$ cat src/rtl/conn_bus_responder_pkg.sv
// Shared definitions for the connector bus responder: default geometry and FSM state encoding.
// Latency: none, declarations only.
// Backpressure: not applicable.
package conn_bus_responder_pkg;

  localparam int unsigned DEF_AW   = 8;
  localparam int unsigned DEF_DW   = 16;
  localparam int unsigned DEF_BASE = 32'h40;
  localparam int unsigned DEF_NREG = 4;
  localparam int unsigned DEF_SYNC = 2;

  typedef enum logic [2:0] {
    ST_SETTLE,   // waiting for the strobe to be seen released after reset
    ST_IDLE,     // waiting for a new strobe
    ST_DECODE,   // address/data sampled, response registered on exit
    ST_ACK,      // single-cycle acknowledge, write strobe visible
    ST_HOLD,     // DTACK held until strobe release
    ST_IGNORE    // address miss, wait for strobe release
  } state_e;

endpackage

$ cat src/rtl/conn_sync.sv
// N-stage flip-flop synchroniser for a single asynchronous bit, with selectable reset value.
// Latency: STAGES rising edges from input change to output change.
// Backpressure: none, free-running.
// Ports: clk/rst_n (async active-low clear to RST_VAL), d (async input), q (synchronised output).
module conn_sync #(
  parameter int unsigned STAGES  = 2,
  parameter logic        RST_VAL = 1'b0
) (
  input  logic clk,
  input  logic rst_n,
  input  logic d,
  output logic q
);

  logic [STAGES-1:0] sync_q;
  logic [STAGES-1:0] sync_d;

  always_comb begin
    sync_d = {sync_q[STAGES-2:0], d};
  end

  always_ff @(posedge clk or negedge rst_n) begin
    if (!rst_n) begin
      sync_q <= {STAGES{RST_VAL}};
    end else begin
      sync_q <= sync_d;
    end
  end

  assign q = sync_q[STAGES-1];

endmodule

$ cat src/rtl/conn_bus_responder.sv
// Board-side responder for the strobed connector register bus: RW register bank plus a status word.
// Latency: DTACK_N falls SYNC_STAGES+2 edges after AS_N is first seen low, rises SYNC_STAGES+1 edges after release.
// Backpressure: none; a strobe that never releases parks the FSM in HOLD/IGNORE until it does.
// Ports: CLK/RESET_N; BUS_AS_N, BUS_WR_N, BUS_ADDR, BUS_DIN from the connector; BUS_DOUT, BUS_DOE,
//        BUS_DTACK_N to the connector; REG_Q (flattened registers), WR_STB/WR_IDX write notify, STATUS_IN.
module conn_bus_responder
  import conn_bus_responder_pkg::*;
#(
  parameter int unsigned AW          = DEF_AW,
  parameter int unsigned DW          = DEF_DW,
  parameter int unsigned BASE        = DEF_BASE,
  parameter int unsigned NREG        = DEF_NREG,
  parameter int unsigned SYNC_STAGES = DEF_SYNC
) (
  input  logic                                   CLK,
  input  logic                                   RESET_N,
  input  logic                                   BUS_AS_N,
  input  logic                                   BUS_WR_N,
  input  logic [AW-1:0]                          BUS_ADDR,
  input  logic [DW-1:0]                          BUS_DIN,
  output logic [DW-1:0]                          BUS_DOUT,
  output logic                                   BUS_DOE,
  output logic                                   BUS_DTACK_N,
  output logic [NREG*DW-1:0]                     REG_Q,
  output logic                                   WR_STB,
  output logic [((NREG > 1) ? $clog2(NREG) : 1)-1:0] WR_IDX,
  input  logic [DW-1:0]                          STATUS_IN
);

  localparam int unsigned IW     = (NREG > 1) ? $clog2(NREG) : 1;
  localparam logic [AW-1:0] BASE_A = AW'(BASE);
  localparam logic [AW-1:0] LAST_A = AW'(BASE + NREG);   // status word address

  // The decoded window must not wrap past the top of the address space.
  if ((64'(BASE) + 64'(NREG)) >= (64'd1 << AW)) begin : g_bad_window
    $error("conn_bus_responder: BASE+NREG does not fit in AW bits");
  end
  if (SYNC_STAGES < 2) begin : g_bad_sync
    $error("conn_bus_responder: SYNC_STAGES must be at least 2");
  end

  // Strobe synchroniser resets asserted so a strobe held through reset is not a new cycle.
  logic as_s;
  conn_sync #(
    .STAGES  (SYNC_STAGES),
    .RST_VAL (1'b0)
  ) u_as_sync (
    .clk   (CLK),
    .rst_n (RESET_N),
    .d     (BUS_AS_N),
    .q     (as_s)
  );

  state_e                   state_q,   state_d;
  logic [NREG-1:0][DW-1:0]  reg_q,     reg_d;
  logic [DW-1:0]            dout_q,    dout_d;
  logic                     doe_q,     doe_d;
  logic                     dtack_n_q, dtack_n_d;
  logic                     wr_stb_q,  wr_stb_d;
  logic [IW-1:0]            wr_idx_q,  wr_idx_d;

  logic          hit;
  logic          is_status;
  logic [IW-1:0] idx;

  assign hit       = (BUS_ADDR >= BASE_A) && (BUS_ADDR <= LAST_A);
  assign is_status = (BUS_ADDR == LAST_A);
  assign idx       = IW'(BUS_ADDR - BASE_A);

  // Address, direction and data are sampled in DECODE and the complete response is
  // registered on the DECODE->ACK edge, so the ACK cycle already presents DTACK,
  // read data and the write strobe without an extra pipeline stage.
  always_comb begin
    state_d   = state_q;
    reg_d     = reg_q;
    dout_d    = dout_q;
    doe_d     = doe_q;
    dtack_n_d = dtack_n_q;
    wr_stb_d  = 1'b0;
    wr_idx_d  = wr_idx_q;
    case (state_q)
      ST_SETTLE: if (as_s) state_d = ST_IDLE;
      ST_IDLE:   if (!as_s) state_d = ST_DECODE;
      ST_DECODE: begin
        if (hit) begin
          state_d   = ST_ACK;
          dtack_n_d = 1'b0;
          if (!BUS_WR_N) begin
            // Writes to the status address are acknowledged but dropped.
            if (!is_status) begin
              reg_d[idx] = BUS_DIN;
              wr_stb_d   = 1'b1;
              wr_idx_d   = idx;
            end
          end else begin
            dout_d = is_status ? STATUS_IN : reg_q[idx];
            doe_d  = 1'b1;
          end
        end else begin
          state_d = ST_IGNORE;
        end
      end
      ST_ACK:    state_d = ST_HOLD;
      ST_HOLD: begin
        if (as_s) begin
          state_d   = ST_IDLE;
          dtack_n_d = 1'b1;
          doe_d     = 1'b0;   // DOUT deliberately left as-is
        end
      end
      ST_IGNORE: if (as_s) state_d = ST_IDLE;
      default:   state_d = ST_SETTLE;
    endcase
  end

  always_ff @(posedge CLK or negedge RESET_N) begin
    if (!RESET_N) begin
      state_q   <= ST_SETTLE;
      reg_q     <= '0;
      dout_q    <= '0;
      doe_q     <= 1'b0;
      dtack_n_q <= 1'b1;
      wr_stb_q  <= 1'b0;
      wr_idx_q  <= '0;
    end else begin
      state_q   <= state_d;
      reg_q     <= reg_d;
      dout_q    <= dout_d;
      doe_q     <= doe_d;
      dtack_n_q <= dtack_n_d;
      wr_stb_q  <= wr_stb_d;
      wr_idx_q  <= wr_idx_d;
    end
  end

  assign BUS_DOUT    = dout_q;
  assign BUS_DOE     = doe_q;
  assign BUS_DTACK_N = dtack_n_q;
  assign REG_Q       = reg_q;
  assign WR_STB      = wr_stb_q;
  assign WR_IDX      = wr_idx_q;

endmodule

$ cat config.mk
export PLATFORM = sky130hd
export DESIGN_NAME = conn_bus_responder
export DESIGN_NICKNAME = d
export VERILOG_FILES = /design/src/rtl/conn_bus_responder_pkg.sv /design/src/rtl/conn_sync.sv /design/src/rtl/conn_bus_responder.sv
export SDC_FILE = /design/constraint.sdc
export NUM_CORES = 1
export LEC_CHECK = 0
export ABC_AREA = 1
export BUFFER_PORTS_ARGS = -buffer_cell sky130_fd_sc_hd__buf_2
export CORE_ASPECT_RATIO = 1.75
export CORE_MARGIN = 4
export CORE_UTILIZATION = 40
export CTS_BUF_LIST = sky130_fd_sc_hd__clkbuf_8
export DETAILED_ROUTE_END_ITERATION = 8
export HOLD_SLACK_MARGIN = 0.15
export PLACE_DENSITY_LB_ADDON = 0.2
export SETUP_SLACK_MARGIN = 0.1
export SYNTH_ARGS = -nofsm -noshare
export SYNTH_HDL_FRONTEND = slang
export SYNTH_HIERARCHICAL = 1
export SYNTH_SLANG_ARGS = --single-unit
$ cat constraint.sdc
create_clock -name CLK -period 2 [get_ports CLK]
set_clock_uncertainty 0.1 [all_clocks]
set_input_delay 0.2 -clock CLK [delete_from_list [all_inputs] [get_ports CLK]]
set_output_delay 0.2 -clock CLK [all_outputs]
set_load 0.02 [all_outputs]
==> flow_metrics.py <==
metrics = {
    "setup_path": {
        "critPathTopFamily": "simple AND/OR/NAND/NOR gates",
        "reg2reg_slack_ns": 0.23,
        "reg2reg_to": "REG_Q[4]",
        "end_kind": "register",
        "critical_path_depth": 8,
        "crit_fanout": 16,
        "cpMaxStageDelayCell": "dlygate4sd3_1",
        "r2r-start": "state_q[2]",
        "cp.arrival_ns": 1.94,
        "crit_path_start_kind": "input pin",
        "crit_top_cell": "nand2_1",
        "crit_end": "REG_Q[58]",
        "ff2ff_path_depth": 8,
        "startpoint": "BUS_ADDR[2]",
        "max_stage_delay_ns": 0.54,
        "worstSetupPathType": "input pin to register",
        "cp_cell_sequence": "dlygate4sd3_1, buf_2, inv_1, nor2_2, nor3_4, nand3_4, nand2_1, nand2_1",
        "crit_required_ns": 2.15,
        "cp_num_buf_inv": 3,
    },
    "logic_synthesis": {
        "synth-edff-count": 0,
        "synth-warning-count": 6,
        "syn_nets": 626,
        "async_reset_ff_share_pct": 100,
        "ys_types": 28,
        "seq_area_frac_synth_pct": 49.8,
        "ys.flop_type": "dfrtp_1",
        "synthCells": 582,
        "syn_area_um2": 4530,
        "avgSynthCellArea_um2": 7.78,
        "synth-seq-cells": 90,
    },
    "sta": {
        "rsz0062_at_grt": "false",
        "finalCriticalPeriod_ns": 1.79,
        "fmax_ghz": 0.560,
        "hold_viol_final": 0,
        "maxSlewHeadroom_pct": 73.1,
        "tightest_slew_ns": 0.403,
        "fin_crit_sh_pct": 89.3,
        "timing.final.ws_setup_ns": 0.214,
        "fin_setup_tns_ns": 0,
        "slew_viol_final": 0,
        "hold_slack_ns": 0.175,
        "setup_viol": 0,
    },
    "power_and_ir_drop": {
        "p_sw_mw": 1.04,
        "internal_power_mw": 2.66,
        "finalPower_mw": 3.70,
        "pwr-share-seq_pct": 52.7,
        "clockPowerShare_pct": 31.9,
        "pwr-share-comb_pct": 15.3,
        "switching_share_pct": 28.0,
        "powerDensity_nw_per_um2": 632,
        "p_leak_nw": 3.37,
        "peakVddDrop_mv": 0.441,
    },
    "global_route": {
        "antenna_found_initial": 0,
        "grt_max_degree": 67,
        "grt_pass1_vias": 4351,
        "grtUsageTotal_pct": 22.1,
        "grt_overflow": 0,
        "grt_pass1_wl_um": 22200,
    },
    "floorplan": {
        "fp.dieW_um": 88.4,
        "initial_utilization_pct": 40.8,
        "top_level_ports": 129,
        "core_area_um2": 11100,
        "die_y_um": 149,
        "rows": 51,
        "dieArea_um2": 13200,
    },
    "finish": {
        "diodes": 0,
        "drive_above_1_share_pct": 24.9,
        "nets": 788,
        "final_cell_area_um2": 5850,
        "final_core_util_pct": 52.7,
        "nFillCells": 1097,
        "syn_to_final_growth_pct": 29.2,
        "mostFrequentLayoutCells": "257 x nand2_1, 127 x buf_2, 100 x nand3_1",
        "instances_no_fill": 879,
        "final_common_cell": "nand2_1",
    },
    "drt": {
        "first_pass_iters": 4,
        "vias": 4361,
        "drt_iter0_drc": 226,
        "ant_nets": 0,
        "wl_per_cell_um": 15.9,
        "drt_wl_total_um": 13900,
        "drc": 0,
        "via_per_inst": 4.96,
    },
    "clocking": {
        "clkLatencyLatePin_ns": 0.36,
        "clockRootBuffer": "clkbuf_8",
        "clk_pin_slew_worst_paths_ns": 0.08,
        "cts_buffers": 9,
        "cts_tree": "built",
        "clockBufferDepth": 2,
        "cts_sinks": 90,
        "h-tree-depth": 3,
    },
    "job": {
        "max_cap_violations": 0,
    },
    "place": {
        "gp_congestion": 0.879,
        "hpwl_um": 9900,
        "dp.cells": 824,
        "place_area_um2": 5270,
        "port_buffers": 128,
        "pre_cts_ws_ns": 0.181,
    },
    "hold_path": {
        "hold_path.class": "input pin to register",
        "worstHoldStart": "BUS_ADDR[1]",
    },
    "run_status": {
        "status": "completed",
    },
}
-- worst min-delay path: stages --
cell and delay [ns]:
buf_2 0.13, inv_2 0.06, nor2_2 0.07, nand3_1 0.08
nand2_1 0.05
-- state kept, by name (all words and copies together), names as in the netlist --
register          flops
REG_Q                64
BUS_DOE               1
WR_STB                1
BUS_DOUT             16
u_as_sync/sync_q      2
state_q               3
BUS_DTACK_N           1
WR_IDX                2
-- repair_timing --
item                                    CTS  global route
buffers inserted                          0             4
hold buffers                             37             0
gates resized for setup                   0             1
endpoints found under the hold margin   172             0
endpoints found under the setup margin    0            14
-- cells by family after synthesis --
| kind of cell | share of synthesized area (%) |
|---|---|
| buffers and inverters | 6.88 |
| AND/OR/NAND/NOR | 38.8 |
| AO/OA/AOI/OAI | 4.51 |
| flip-flops | 49.8 |
-- layout make-up --
type                    count  area, um2  share of cell area [%]
inverters                  31        119                    2.03
repair buffers            182       1170                    19.9
clock inverters             5       50.0                   0.856
multi-input cells         430       1970                    33.7
flip-flops and latches     90       2250                    38.5
clock buffers               9        124                    2.12
well taps                 132        165                    2.82
-- power by group through the flow --
stage / sequential (mW) / clock (mW) / combinational [mW]
after floorplan: 2.02 / 0 / 0.249
after global placement: 1.98 / 0 / 0.503
after detailed placement: 1.98 / 0 / 0.514
after CTS: 1.95 / 1.21 / 0.571
after global routing: 1.96 / 1.27 / 0.629
final: 1.95 / 1.18 / 0.567
-- worst min-delay path by stage --
stage,to,slack (ns),cells after the start
floorplan,BUS_DOE,-0.20,0
global placement,u_as_sync/sync_q[1],0.04,1
detailed placement,WR_STB,0.05,1
CTS,REG_Q[39],0.17,5
global route,REG_Q[39],0.21,5
finish,REG_Q[39],0.18,5
-- metal layers --
| layer | wire (um) | vias up | track usage [%] |
|---|---|---|---|
| met4 | 324 | 0 | 9.76 |
| met1 | 5560 | 2033 | 27.6 |
| met3 | 709 | 21 | 3.48 |
| met2 | 7340 | 124 | 37.0 |
| li1 | - | 2183 | - |
| met5 | 0 | - | 0 |
-- cell usage after synthesis, types with 2 or more instances --
cell,number,area [um2]
or2_2,2,12.5
nand2_2,2,12.5
buf_2,7,35.0
nand3_1,100,500
clkbuf_1,8,30.0
nor2_4,4,45.0
buf_6,6,67.6
nor2_1,10,37.5
dfrtp_1,89,2230
inv_2,5,18.8
buf_4,6,45.0
a21oi_1,20,100
o21ai_0,19,95.1
buf_1,4,15.0
nand2_1,257,965
nor2_2,5,31.3
nand3_4,4,70.1
inv_1,24,90.1
Power figures use the tool's default switching activity.
